==> src/rtl/can_pkg.sv <==
// Shared constants for the CAN frame checker: frame field layout, CRC-15 parameters and FSM states.
// Bit positions index the destuffed frame vector, bit 0 = SOF, MSB-first.
package can_pkg;

  localparam int FRAME_LEN = 108;

  localparam int CRC_W = 15;
  localparam logic [CRC_W-1:0] CRC_POLY = 15'h4599;

  localparam int SOF_POS     = 0;
  localparam int ID_POS      = 1;
  localparam int ID_W        = 11;
  localparam int RTR_POS     = 12;
  localparam int IDE_POS     = 13;
  localparam int R0_POS      = 14;
  localparam int DLC_POS     = 15;
  localparam int DLC_W       = 4;
  localparam int DATA_POS    = 19;
  localparam int DATA_W      = 64;
  localparam int CRC_POS     = 83;
  localparam int CRC_DEL_POS = 98;
  localparam int ACK_POS     = 99;
  localparam int ACK_DEL_POS = 100;
  localparam int EOF_POS     = 101;
  localparam int EOF_W       = 7;

  typedef enum logic [1:0] {
    ST_IDLE = 2'd0,
    ST_RUN  = 2'd1,
    ST_DONE = 2'd2
  } state_t;

  function automatic logic [3:0] dlc_clip(input logic [3:0] dlc);
    return (dlc > 4'd8) ? 4'd8 : dlc;
  endfunction

  // Keeps the first nbytes data bytes (first byte lives in bits [63:56]).
  function automatic logic [DATA_W-1:0] data_keep(input logic [3:0] nbytes);
    logic [DATA_W-1:0] m;
    m = '1;
    for (int b = 0; b < 8; b++) begin
      if (b >= int'(nbytes)) m[63-8*b -: 8] = 8'h00;
    end
    return m;
  endfunction

endpackage

==> src/rtl/can_crc15.sv <==
// Bit-serial CAN CRC-15 register: one bit folded in per enabled cycle, clear has priority over enable.
module can_crc15
  import can_pkg::*;
(
  input  logic             clk_i,
  input  logic             rst_n_i,
  input  logic             clr_i,
  input  logic             en_i,
  input  logic             bit_i,
  output logic [CRC_W-1:0] crc_o
);

  logic [CRC_W-1:0] crc_q;
  logic [CRC_W-1:0] crc_d;
  logic             fb;

  always_comb begin
    fb    = bit_i ^ crc_q[CRC_W-1];
    crc_d = {crc_q[CRC_W-2:0], 1'b0};
    if (fb) crc_d = crc_d ^ CRC_POLY;
  end

  always_ff @(posedge clk_i) begin
    if (!rst_n_i) begin
      crc_q <= '0;
    end else if (clr_i) begin
      crc_q <= '0;
    end else if (en_i) begin
      crc_q <= crc_d;
    end
  end

  assign crc_o = crc_q;

endmodule

==> src/rtl/can_frame_check.sv <==
// Checks a destuffed CAN frame bit-serially (CRC-15 over SOF..DATA) and reports captured fields after 21+8*min(DLC,8) cycles.
// Frames arriving while busy are dropped and flag a sticky overrun. Define CAN_FORM_CHECK_EN to enable fixed-form checking.
module can_frame_check
  import can_pkg::*;
#(
  parameter int P_FRAME_BITS = FRAME_LEN
) (
  input  logic                  i_Clock,
  input  logic                  i_Reset_n,
  input  logic                  i_Frame_DV,
  input  logic [0:P_FRAME_BITS-1] i_Frame,
  output logic                  o_Busy,
  output logic                  o_Frame_DV,
  output logic [10:0]           o_Id,
  output logic                  o_Rtr,
  output logic [3:0]            o_Dlc,
  output logic [63:0]           o_Data,
  output logic                  o_Crc_Err,
  output logic                  o_Form_Err,
  output logic                  o_Overrun
);

  localparam int SH_W = CRC_POS;  // SOF through end of DATA: the bits that can be CRC-covered

  state_t              state_q;
  logic [6:0]          cnt_q;
  logic [SH_W-1:0]     sh_q;

  logic [ID_W-1:0]     id_c_q;
  logic                rtr_c_q;
  logic [DLC_W-1:0]    dlc_c_q;
  logic [DATA_W-1:0]   data_c_q;
  logic [CRC_W-1:0]    crc_rx_q;

  logic                busy_q;
  logic                dv_q;
  logic [ID_W-1:0]     id_q;
  logic                rtr_q;
  logic [DLC_W-1:0]    dlc_q;
  logic [DATA_W-1:0]   data_q;
  logic                crc_err_q;
  logic                ovr_q;

  logic                accept;
  logic [3:0]          dlc_eff_d;
  logic [6:0]          cnt_d;
  logic [CRC_W-1:0]    crc_val;
  logic                unused_bits;

  assign accept    = (state_q == ST_IDLE) && i_Frame_DV;
  assign dlc_eff_d = dlc_clip(i_Frame[DLC_POS +: DLC_W]);
  assign cnt_d     = 7'(DATA_POS) + {dlc_eff_d, 3'b000};

  // IDE, r0, ACK slot and the like only matter to the form check, if at all.
  assign unused_bits = ^i_Frame;

  can_crc15 u_crc (
    .clk_i   (i_Clock),
    .rst_n_i (i_Reset_n),
    .clr_i   (accept),
    .en_i    (state_q == ST_RUN),
    .bit_i   (sh_q[SH_W-1]),
    .crc_o   (crc_val)
  );

  always_ff @(posedge i_Clock) begin
    if (!i_Reset_n) begin
      state_q   <= ST_IDLE;
      cnt_q     <= '0;
      sh_q      <= '0;
      id_c_q    <= '0;
      rtr_c_q   <= 1'b0;
      dlc_c_q   <= '0;
      data_c_q  <= '0;
      crc_rx_q  <= '0;
      busy_q    <= 1'b0;
      dv_q      <= 1'b0;
      id_q      <= '0;
      rtr_q     <= 1'b0;
      dlc_q     <= '0;
      data_q    <= '0;
      crc_err_q <= 1'b0;
      ovr_q     <= 1'b0;
    end else begin
      dv_q <= 1'b0;
      if (i_Frame_DV && (state_q != ST_IDLE)) ovr_q <= 1'b1;

      case (state_q)
        ST_IDLE: begin
          if (i_Frame_DV) begin
            sh_q     <= i_Frame[SOF_POS +: SH_W];
            cnt_q    <= cnt_d;
            id_c_q   <= i_Frame[ID_POS +: ID_W];
            rtr_c_q  <= i_Frame[RTR_POS];
            dlc_c_q  <= i_Frame[DLC_POS +: DLC_W];
            data_c_q <= i_Frame[DATA_POS +: DATA_W] & data_keep(dlc_eff_d);
            crc_rx_q <= i_Frame[CRC_POS +: CRC_W];
            busy_q   <= 1'b1;
            state_q  <= ST_RUN;
          end
        end
        ST_RUN: begin
          sh_q  <= {sh_q[SH_W-2:0], 1'b0};
          cnt_q <= cnt_q - 7'd1;
          if (cnt_q == 7'd1) state_q <= ST_DONE;
        end
        ST_DONE: begin
          dv_q      <= 1'b1;
          id_q      <= id_c_q;
          rtr_q     <= rtr_c_q;
          dlc_q     <= dlc_c_q;
          data_q    <= data_c_q;
          crc_err_q <= (crc_val != crc_rx_q);
          busy_q    <= 1'b0;
          state_q   <= ST_IDLE;
        end
        default: state_q <= ST_IDLE;
      endcase
    end
  end

`ifdef CAN_FORM_CHECK_EN
  logic form_bad_d;
  logic form_c_q;
  logic form_err_q;

  assign form_bad_d = i_Frame[SOF_POS] | ~i_Frame[CRC_DEL_POS] | ~i_Frame[ACK_DEL_POS]
                    | ~(&i_Frame[EOF_POS +: EOF_W]);

  always_ff @(posedge i_Clock) begin
    if (!i_Reset_n) begin
      form_c_q   <= 1'b0;
      form_err_q <= 1'b0;
    end else begin
      if (accept) form_c_q <= form_bad_d;
      if (state_q == ST_DONE) form_err_q <= form_c_q;
    end
  end

  assign o_Form_Err = form_err_q;
`else
  assign o_Form_Err = 1'b0;
`endif

  assign o_Busy     = busy_q;
  assign o_Frame_DV = dv_q;
  assign o_Id       = id_q;
  assign o_Rtr      = rtr_q;
  assign o_Dlc      = dlc_q;
  assign o_Data     = data_q;
  assign o_Crc_Err  = crc_err_q;
  assign o_Overrun  = ovr_q;

endmodule

==> config.mk <==
export PLATFORM = sky130hd
export DESIGN_NAME = can_frame_check
export DESIGN_NICKNAME = d
export VERILOG_FILES = /design/src/rtl/can_pkg.sv /design/src/rtl/can_crc15.sv /design/src/rtl/can_frame_check.sv
export SDC_FILE = /design/constraint.sdc
export NUM_CORES = 1
export LEC_CHECK = 0
export BUFFER_PORTS_ARGS = -buffer_cell sky130_fd_sc_hd__buf_2
export CAP_MARGIN = 0
export CORE_MARGIN = 8
export CORE_UTILIZATION = 55
export DETAILED_ROUTE_END_ITERATION = 10
export PLACE_DENSITY = 0.79
export SLEW_MARGIN = 25
export SYNTH_ARGS = -nofsm -noshare
export SYNTH_HDL_FRONTEND = slang
export SYNTH_HIERARCHICAL = 1
export SYNTH_SLANG_ARGS = --single-unit
==> constraint.sdc <==
create_clock -name i_Clock -period 2.4 [get_ports i_Clock]
set_input_delay 0.12 -clock i_Clock [delete_from_list [all_inputs] [get_ports i_Clock]]
set_output_delay 0.12 -clock i_Clock [all_outputs]
set_load 0.1 [all_outputs]
==> impl_metrics.env, run 1 <==
export IMPL_drv_cap=0
export IMPL_die_h_um=156.3
export IMPL_irDropWorstVdd_uv=528.4
export IMPL_die_area_um2=24420
export IMPL_yosysSeqAreaShare=0.5291
export IMPL_drc_errors=0
export IMPL_relSlewSlack=0.4991
export IMPL_cp_max_fo=32
export IMPL_ys_flop_type="dfxtp_1"
export IMPL_p_switching_mw=2.672
export IMPL_r2r_slack_ns=0.34
export IMPL_initial_utilization=0.5578
export IMPL_synth_edf_count=0
export IMPL_portBuffers=184
export IMPL_grt_pass1_wl_um=46460
export IMPL_path_clk_slew_ns=0.06
export IMPL_wl_um=28660
export IMPL_h_tree_depth=1
export IMPL_outcome="finished clean"
export IMPL_drive_gt1_frac=0.1689
export IMPL_grt_pass1_vias=9470
export IMPL_setup_viol_count_final=0
export IMPL_worst_slew_pin_slew_ns=0.7460
export IMPL_cts_tree="done"
export IMPL_wl_per_cell_um=15.87
export IMPL_comb_power_share=0.117
export IMPL_r2r_start="state_q[0]$_SDFFE_PN0P_"
export IMPL_routabilityCongestion=0.8148
export IMPL_die_x_um=156.3
export IMPL_drt_first_pass_iters=7
export IMPL_synthArstFlopShare=0
export IMPL_r2r_cells=5
export IMPL_drt_iter0_markers=702
export IMPL_min_period_over_period=0.8579
export IMPL_instances_no_fill=1806
export IMPL_max_freq_mhz=485.7
export IMPL_insertion_delay_ns=0.53
export IMPL_clk_path_buf_depth=3
export IMPL_place_area_um2=11740
export IMPL_cts_setup_buffers=0
export IMPL_cts_root_buf="clkbuf_16"
export IMPL_nets=1636
export IMPL_min_path_cells=4
export IMPL_p_int_mw=8.001
export IMPL_seq_power_share=0.480
export IMPL_p_total_mw=10.67
export IMPL_synthesis_area_um2=10820
export IMPL_synth_nets=1412
export IMPL_post_cts_resized=0
export IMPL_dp_hpwl_um=16650
export IMPL_pwr_share_clk=0.404
export IMPL_antenna_found_initial=0
export IMPL_ys_seq_elements=286
export IMPL_via_per_inst=5.472
export IMPL_grt_max_degree=105
export IMPL_finalHoldViolCount=0
export IMPL_ys_warnings_count=6
export IMPL_start_kind="register"
export IMPL_rows=51
export IMPL_min_path_type="in2reg"
export IMPL_finalSetupTns_ns=0
export IMPL_via_count=9882
export IMPL_critical_path_required_ns=2.80
export IMPL_hold_start="i_Frame[90]"
export IMPL_dp_cells=1653
export IMPL_cts_made_buffers=29
export IMPL_fin_area_um2=13670
export IMPL_worstPathArrival_ns=2.46
export IMPL_hold_slack_ns=0.3842
export IMPL_io_pins=196
export IMPL_syn_area_per_cell_um2=8.356
export IMPL_critical_path_class="reg2reg"
export IMPL_nFillCells=1434
export IMPL_ant_nets=0
export IMPL_endpoint_kind="register"
export IMPL_syn_inst=1295
export IMPL_cts_sinks=286
export IMPL_r2r_end="u_crc/crc_o[3]$_SDFFE_PP0P_"
export IMPL_swShare=0.2504
export IMPL_post_cts_hold_buffer_count=100
export IMPL_fin_crit_ns=2.059
export IMPL_coreArea_um2=19400
export IMPL_yosys_cell_types_count=45
export IMPL_pwr_density_cell_nw_per_um2=780.8
export IMPL_grt_overflow_total=0
export IMPL_grtUsageTotal=0.2270
export IMPL_maxSlewViolCount=0
export IMPL_area_growth_pct=26.33
export IMPL_fin_skew_ns=0.01473
export IMPL_leakage_nw=5.299
export IMPL_hold_end="crc_rx_q[7]$_SDFFE_PN0P_"
export IMPL_rsz0062_at_grt="no"
## registers in the layout, indices dropped and copies added (netlist names), 7 cells and up
name and cells:
cnt_q 7, crc_rx_q 15, data_c_q 64, id_c_q 11
o_Data 64, o_Id 11, sh_q 83, u_crc/crc_o 15
## stage by stage
stage                 util  setup slack (ns)
floorplan                -            0.4488
global placement    0.6052            0.4265
detailed placement  0.6052            0.3743
CTS                 0.7044            0.3742
global route        0.7044            0.2276
finish              0.7047            0.3410
## metal layers
| metal | part of all wire | global-route usage | vias up |
|---|---|---|---|
| met5 | 0 | 0 | - |
| met4 | 0.020 | 0.06636 | 0 |
| met3 | 0.069 | 0.04385 | 50 |
| met2 | 0.49 | 0.3856 | 340 |
| met1 | 0.42 | 0.2876 | 4643 |
| li1 | - | - | 4849 |
## placed cells by master (no fill, tap or decap), types with 3 or more instances in the layout
| cell type | instances |
|---|---|
| inv_1 | 6 |
| or4_1 | 4 |
| inv_4 | 3 |
| nor2_1 | 33 |
| buf_2 | 184 |
| clkbuf_8 | 10 |
| a211oi_1 | 4 |
| a22oi_1 | 82 |
| nand3_1 | 61 |
| nor3_1 | 3 |
| ha_1 | 6 |
| buf_12 | 9 |
| nand2b_1 | 3 |
| a21oi_1 | 233 |
| buf_4 | 10 |
| clkinv_2 | 5 |
| mux2i_1 | 8 |
| xnor2_1 | 18 |
| nand4_1 | 9 |
| clkbuf_16 | 29 |
| a31oi_1 | 17 |
| o21ai_0 | 5 |
| dfxtp_1 | 286 |
| clkbuf_1 | 5 |
| nor4_1 | 3 |
| dlygate4sd3_1 | 100 |
| nand2_1 | 374 |
## worst max path at each step
| stage | start | depth (start not counted) | slack (ns) | to |
|---|---|---|---|---|
| finish | state_q[0]$_SDFFE_PN0P_ | 5 | 0.34 | u_crc/crc_o[3]$_SDFFE_PP0P_ |
| global route | state_q[0]$_SDFFE_PN0P_ | 6 | 0.23 | sh_q[42]$_SDFFE_PN0P_ |
| CTS | state_q[0]$_SDFFE_PN0P_ | 5 | 0.37 | u_crc/crc_o[3]$_SDFFE_PP0P_ |
| detailed placement | state_q[0]$_SDFFE_PN0P_ | 5 | 0.37 | u_crc/crc_o[3]$_SDFFE_PP0P_ |
| global placement | state_q[0]$_SDFFE_PN0P_ | 5 | 0.43 | u_crc/crc_o[3]$_SDFFE_PP0P_ |
| floorplan | state_q[1]$_SDFFE_PN0P_ | 9 | 0.45 | u_crc/crc_o[3]$_SDFFE_PP0P_ |
## synthesized netlist by cell type (2+ instances only)
cell	instances	area, um^2
nand2_1	374	1404
dfxtp_1	286	5725
a21oi_1	233	1166
a22oi_1	82	615.6
clkbuf_1	63	236.5
nand3_1	61	305.3
nor2_1	34	127.6
xnor2_1	18	157.7
a31oi_1	17	106.4
buf_2	17	85.08
buf_6	17	191.4
buf_4	12	90.09
nand4_1	9	56.30
mux2i_1	8	80.08
ha_1	6	75.07
inv_1	6	22.52
o21ai_0	5	25.02
a211oi_1	4	30.03
nand2b_1	4	25.02
or4_1	4	30.03
nor2b_1	3	18.77
nor3_1	3	15.01
nor4_1	3	18.77
inv_4	2	12.51
nand3b_1	2	15.01
o211ai_1	2	15.01
o32a_1	2	20.02
## logic make-up after synthesis
group	Yosys count	share of synthesized area
xor gates and xnor gates	18	0.01457
muxes	8	0.007401
and+or+nand+nor	503	0.1902
DFF	286	0.5291
other	1	0.0003466
AOI/OAI and AO/OA	353	0.1899
buffers and inverters	120	0.06152
adders and majority gates	6	0.006938
## power groups by stage
stage	clock, mW	combinational [mW]	sequential [mW]
after floorplan	0	0.799	5.24
final	4.31	1.24	5.12
after global routing	4.61	1.37	5.15
after global placement	0	1.08	5.21
after CTS	4.39	1.23	5.12
after detailed placement	0	1.10	5.22
## cell type report
class                   instances  area [um^2]  share of cell area
diodes                          2        5.005           0.0003661
clock buffers                  44        882.1             0.06453
clock inverters                 7        41.29            0.003021
inverters                      10        52.55            0.003844
multi-input cells             889         4454              0.3259
flip-flops and latches        286         5725              0.4189
well taps                     265        331.6             0.02426
repair buffers                303         2177              0.1593
## critical path, cell delays in order, from the launching register on
cell and delay, ns:
dfxtp_1 0.38, or3b_4 0.44, inv_4 0.31, nand2b_1 0.50
nor4_1 0.10, nand3b_1 0.20
(Power assumes the default switching activity.)
==> run 2: changes to the inputs <==
- TNS_END_PERCENT: unset -> 100
- clock period: 2.4 -> 2 ns (I/O delays scaled with it)
==> run 2 against run 1 <==
Sequential power up 20%. Final cell count up 0.33%. Routed wire length up 1.1%. Die area unchanged. Via count up 0.70%. Highest routed layer is now met5.
==> impl_metrics.env, run 2 (same netlist as run 1, synthesis figures left out) <==
export IMPL_cp_max_fo=22
export IMPL_finalSetupTns_ns=0
export IMPL_p_total_mw=13.08
export IMPL_wl_um=28990
export IMPL_cts_root_buf="clkbuf_16"
export IMPL_die_x_um=156.3
export IMPL_antenna_found_initial=1
export IMPL_cts_made_buffers=28
export IMPL_worst_slew_pin_slew_ns=0.7512
export IMPL_max_freq_mhz=573.9
export IMPL_fin_skew_ns=0.006825
export IMPL_pwr_density_cell_nw_per_um2=950.0
export IMPL_crit_start="state_q[1]$_SDFFE_PN0P_"
export IMPL_grt_use_met2=0.3938
export IMPL_area_growth_pct=27.23
export IMPL_via_per_inst=5.492
export IMPL_setup_viol_count_final=0
export IMPL_r2r_start="state_q[1]$_SDFFE_PN0P_"
export IMPL_leakage_nw=5.360
export IMPL_drive_gt1_frac=0.1741
export IMPL_die_h_um=156.3
export IMPL_coreArea_um2=19400
export IMPL_min_period_over_period=0.8713
export IMPL_grt_overflow_total=0
export IMPL_ant_nets=0
export IMPL_insertion_delay_ns=0.53
export IMPL_comb_power_share=0.116
export IMPL_endpoint_kind="register"
export IMPL_min_path_type="in2reg"
export IMPL_critical_path_required_ns=2.38
export IMPL_grtUsageTotal=0.2282
export IMPL_drv_cap=0
export IMPL_maxSlewViolCount=0
export IMPL_drt_first_pass_iters=5
export IMPL_pwr_share_clk=0.414
export IMPL_drt_iter0_markers=696
export IMPL_io_pins=196
export IMPL_clk_path_buf_depth=3
export IMPL_mostFrequentLayoutCell="nand2_1"
export IMPL_fin_util=0.7097
export IMPL_fin_crit_ns=1.743
export IMPL_seq_power_share=0.470
export IMPL_hold_slack_ns=0.07546
export IMPL_grt_pass1_wl_um=46930
export IMPL_finalHoldViolCount=0
export IMPL_hold_start="i_Frame[15]"
export IMPL_start_kind="register"
export IMPL_critical_path_class="reg2reg"
export IMPL_relSlewSlack=0.4956
export IMPL_rsz0062_at_grt="no"
export IMPL_regMostFlops="sh_q"
export IMPL_cts_sinks=286
export IMPL_swShare=0.2468
export IMPL_rows=51
export IMPL_worstPathArrival_ns=2.12
export IMPL_drc_errors=0
export IMPL_largest_reg_flops=83
export IMPL_p_int_mw=9.851
export IMPL_nets=1643
export IMPL_path_clk_slew_ns=0.06
export IMPL_final_cell_mix="374 x nand2_1, 286 x dfxtp_1, 233 x a21oi_1"
export IMPL_via_count=9951
export IMPL_irDropWorstVdd_uv=740.6
export IMPL_routabilityCongestion=0.8266
export IMPL_grt_pass1_vias=9605
export IMPL_cts_tree="done"
export IMPL_portBuffers=184
export IMPL_grt_busiest_layer="met2"
export IMPL_outcome="finished clean"
export IMPL_die_area_um2=24420
export IMPL_post_cts_resized=0
export IMPL_initial_utilization=0.5578
export IMPL_cts_setup_buffers=0
export IMPL_met3_usage=0.04330
export IMPL_h_tree_depth=1
export IMPL_grt_max_degree=92
export IMPL_p_switching_mw=3.228
export IMPL_dp_hpwl_um=17240
export IMPL_met1_usage=0.2852
export IMPL_wl_per_cell_um=16.00
run 2: cell count changes in the layout (fill, tap and decap cells not counted), sizes merged:
cell	change
buf	+9
bufinv	+2
clkbuf	-2
clkinv	-1
clkinvlp	-1
dlygate4sd3	-1
run 2: worst max-delay path, stage by stage, from the launching register on:
cell,delay [ns]
dfxtp_1,0.31
or3b_4,0.43
inv_4,0.27
nand2b_1,0.31
buf_4,0.21
a211oi_1,0.05
run 2: through the flow:
step | std cells | setup slack, ns | instance area [um^2]
after CTS | 1810 | 0.2591 | 13760
after floorplan | 1295 | 0.04884 | 10820
after global routing | 1810 | 0.1488 | 13760
after global placement | 1662 | 0.2848 | 11810
final | 1812 | 0.2574 | 13770
after detailed placement | 1662 | 0.2738 | 11810
run 2: final timing paths:
kind | endpoint | slack [ns] | cells after the start
setup / recovery | u_crc/crc_o[0]$_SDFFE_PP0P_ | 0.26 | 5
hold / removal | data_c_q[7]$_SDFFE_PN0P_ | 0.08 | 4
setup reg to reg | u_crc/crc_o[0]$_SDFFE_PP0P_ | 0.26 | 5
hold reg to reg | o_Overrun$_SDFFE_PN0P_ | 0.44 | 2
run 2: area by class of cell:
class                   count  area, um^2
fillers                  1507        5632
multi-input cells         889        4454
well taps                 265       331.6
inverters                  10       52.55
flip-flops and latches    286        5725
clock inverters             7       88.84
clock buffers              42       874.6
diodes                      2       5.005
repair buffers            311        2235
run 2: power groups by stage:
stage	combinational, mW	clock (mW)	sequential [mW]
after floorplan	0.959	0	6.29
after global placement	1.32	0	6.25
after detailed placement	1.34	0	6.26
after CTS	1.50	5.50	6.14
after global routing	1.66	5.73	6.18
final	1.52	5.42	6.14
run 2: repair_timing:
item | in CTS | in global routing
endpoints found under the setup margin | 0 | 0
hold buffers | 99 | 0
hold endpoints to repair | 181 | 0
run 2: metal layers:
metal / vias to the layer above / wire length, um / part of all wire
met3: 59 / 1963 / 0.068
met1: 4678 / 12160 / 0.42
met2: 353 / 14210 / 0.49
li1: 4859 / - / -
met5: - / 13 / 0.00045
met4: 2 / 645 / 0.022
==> run 3: changes to the inputs <==
- ABC_AREA: unset -> 1
==> run 3 against run 2 <==
Area after synthesis up 1.6%. Final cell count up 9.7%. Via count up 7.0%. First-iteration DRC count down 3.2%. Global-route usage up 1.3 points. Non-clock buffer count down 5. Critical path type is now in2reg. Core utilization up 0.72 points. Routed wire length up 5.9%. Total power up 9.1%.
==> impl_metrics.env, run 3 <==
export IMPL_cts_made_buffers=29
export IMPL_seq_power_share=0.445
export IMPL_ys_warnings_count=6
export IMPL_clk_path_buf_depth=3
export IMPL_multi_input_area_um2=4522
export IMPL_pwr_density_cell_nw_per_um2=1020
export IMPL_maxSlewViolCount=0
export IMPL_synth_nets=1583
export IMPL_synth_top_area_cell="dfxtp_1"
export IMPL_cts_root_buf="clkbuf_16"
export IMPL_grt_overflow_total=0
export IMPL_endpoint_kind="register"
export IMPL_cts_setup_buffers=0
export IMPL_crit_end="data_c_q[20]$_SDFFE_PN0P_"
export IMPL_setup_viol_count_final=0
export IMPL_r2r_end="sh_q[41]$_SDFFE_PN0P_"
export IMPL_pwr_share_clk=0.391
export IMPL_yosys_cell_types_count=29
export IMPL_antenna_found_initial=0
export IMPL_regMostFlops="sh_q"
export IMPL_wl_um=30710
export IMPL_cts_tree="done"
export IMPL_die_x_um=157.4
export IMPL_die_area_um2=24770
export IMPL_crit_start="i_Frame[18]"
export IMPL_p_switching_mw=4.071
export IMPL_ys_flop_type="dfxtp_1"
export IMPL_drt_first_pass_iters=5
export IMPL_relSlewSlack=0.5529
export IMPL_path_clk_slew_ns=0.07
export IMPL_synthesis_area_um2=10990
export IMPL_swShare=0.2852
export IMPL_die_h_um=157.4
export IMPL_synth_common_cells="333 x nand2_1, 286 x dfxtp_1, 265 x nor2_1"
export IMPL_mostFrequentLayoutCell="nand2_1"
export IMPL_drv_cap=0
export IMPL_grt_pass1_vias=10180
export IMPL_start_kind="input pin"
export IMPL_leakage_nw=6.238
export IMPL_ant_nets=0
export IMPL_comb_power_share=0.164
export IMPL_cp_max_fo=8
export IMPL_fin_crit_ns=1.746
export IMPL_initial_utilization=0.5630
export IMPL_synthTopCellsByArea="dfxtp_1 52%, nand2_1 11%, nor2_1 9.0%, a21oi_1 6.4%, o21ai_0 5.0%"
export IMPL_grt_max_degree=83
export IMPL_synth_edf_count=0
export IMPL_drive_gt1_frac=0.1593
export IMPL_rsz0062_at_grt="no"
export IMPL_yosysSeqAreaShare=0.5208
export IMPL_synthArstFlopShare=0
export IMPL_outcome="finished clean"
export IMPL_irDropWorstVdd_uv=710.2
export IMPL_grtUsageTotal=0.2409
export IMPL_syn_inst=1466
export IMPL_max_freq_mhz=572.7
export IMPL_grt_pass1_wl_um=49800
export IMPL_finalSetupTns_ns=0
export IMPL_p_int_mw=10.20
export IMPL_via_per_inst=5.357
export IMPL_min_path_type="in2reg"
export IMPL_fin_util=0.7169
export IMPL_critical_path_required_ns=2.46
export IMPL_r2r_cells=7
export IMPL_synth_top_area_share=0.5208
export IMPL_insertion_delay_ns=0.54
export IMPL_worst_slew_pin_slew_ns=0.6662
export IMPL_regArea_um2=5725
export IMPL_worstPathArrival_ns=2.21
export IMPL_rows=51
export IMPL_min_period_over_period=0.8731
export IMPL_portBuffers=184
export IMPL_area_growth_pct=27.34
export IMPL_critical_path_class="in2reg"
export IMPL_largest_reg_flops=83
export IMPL_coreArea_um2=19530
export IMPL_routabilityCongestion=0.8127
export IMPL_fin_skew_ns=0.02023
export IMPL_drc_errors=0
export IMPL_io_pins=196
export IMPL_h_tree_depth=1
export IMPL_ys_seq_elements=286
export IMPL_r2r_slack_ns=0.36
export IMPL_drt_iter0_markers=674
export IMPL_final_cell_mix="333 x nand2_1, 286 x dfxtp_1, 264 x nor2_1"
export IMPL_dp_hpwl_um=18170
export IMPL_nets=1816
export IMPL_cts_sinks=286
export IMPL_yosysMostFrequentCell="nand2_1"
export IMPL_syn_area_per_cell_um2=7.499
export IMPL_via_count=10640
export IMPL_finalHoldViolCount=0
export IMPL_r2r_start="state_q[0]$_SDFFE_PN0P_"
export IMPL_nFillCells=1474
export IMPL_wl_per_cell_um=15.45
-- run 3: changes by cell type in the layout (fill, tap and decap cells not counted), sizes merged, moves of 40 or more --
| cell | before | now |
|---|---|---|
| inv | 11 | 72 |
| a22oi | 82 | 21 |
| a21oi | 233 | 141 |
| nor2 | 34 | 268 |
| o21ai | 5 | 117 |
| nand2 | 374 | 334 |
-- run 3: worst min-delay path by stage --
stage / depth (start not counted) / slack (ns) / from / end
floorplan: 2 / 0.24 / i_Frame_DV / o_Overrun$_SDFFE_PN0P_
global placement: 3 / 0.36 / i_Frame[90] / crc_rx_q[7]$_SDFFE_PN0P_
detailed placement: 3 / 0.36 / i_Frame[83] / crc_rx_q[14]$_SDFFE_PN0P_
CTS: 5 / 0.0005 / i_Frame[34] / sh_q[48]$_SDFFE_PN0P_
global route: 5 / 0.05 / i_Frame[34] / sh_q[48]$_SDFFE_PN0P_
finish: 5 / 0.02 / i_Frame[34] / sh_q[48]$_SDFFE_PN0P_
-- run 3: routing by layer --
layer	track usage	routed length, um	vias to the layer above
li1	-	-	5223
met1	0.2980	12820	4948
met2	0.4109	14780	389
met3	0.04140	2033	84
met4	0.09338	1076	0
met5	0	0	-
-- run 3: through the flow --
step / hold slack, ns / power (mW) / instance area (um^2) / worst slack [ns] / cells
3_5_place_dp: 0.3611 / 8.608 / 12050 / 0.3461 / 1838
5_1_grt: 0.04686 / 14.85 / 13990 / 0.09302 / 1985
4_1_cts: 0.0005330 / 14.32 / 13990 / 0.2912 / 1985
6_report: 0.01834 / 14.27 / 14000 / 0.2539 / 1987
2_1_floorplan: 0.2447 / 8.083 / 10990 / 0.4927 / 1466
3_3_place_gp: 0.3591 / 8.551 / 12050 / 0.3633 / 1838
-- run 3: worst max-delay path, cell delays in order --
cell	delay, ns
dlygate4sd3_1	0.56
buf_2	0.16
nor2_1	0.18
a21oi_1	0.09
nor2_1	0.18
inv_1	0.11
ha_1	0.20
inv_1	0.05
nor2_1	0.04
nor3_2	0.12
buf_4	0.19
nand2_1	0.07
a21oi_1	0.15
-- run 3: cell families after synthesis --
kind of cell / Yosys count / synth area share
DFF: 286 / 0.5208
adders and majority gates: 6 / 0.006829
other: 1 / 0.0003411
xor gates and xnor gates: 5 / 0.003984
buffers and inverters: 176 / 0.06966
AOI/OAI and AO/OA: 335 / 0.1640
and+or+nand+nor: 657 / 0.2344
-- run 3: layout make-up --
| cell class | instances | share of cell area |
|---|---|---|
| clock inverter | 15 | 0.01394 |
| antenna | 2 | 0.0003575 |
| multi-input combinational | 1004 | 0.3230 |
| inverter | 72 | 0.01957 |
| tap | 265 | 0.02369 |
| clock buffer | 37 | 0.05685 |
| sequential | 286 | 0.4090 |
| timing repair buffer | 306 | 0.1536 |
-- run 3: power groups by stage --
stage               logic [mW]  clock network, mW  registers, mW
floorplan                 1.30                  0           6.78
global placement          2.10                  0           6.45
detailed placement        2.15                  0           6.46
CTS                       2.31               5.67           6.34
global route              2.57               5.89           6.40
finish                    2.34               5.58           6.35
-- run 3: repair_timing --
action,CTS,global route
endpoints found under the hold margin,164,0
hold buffers,95,0
gates resized for setup,0,0
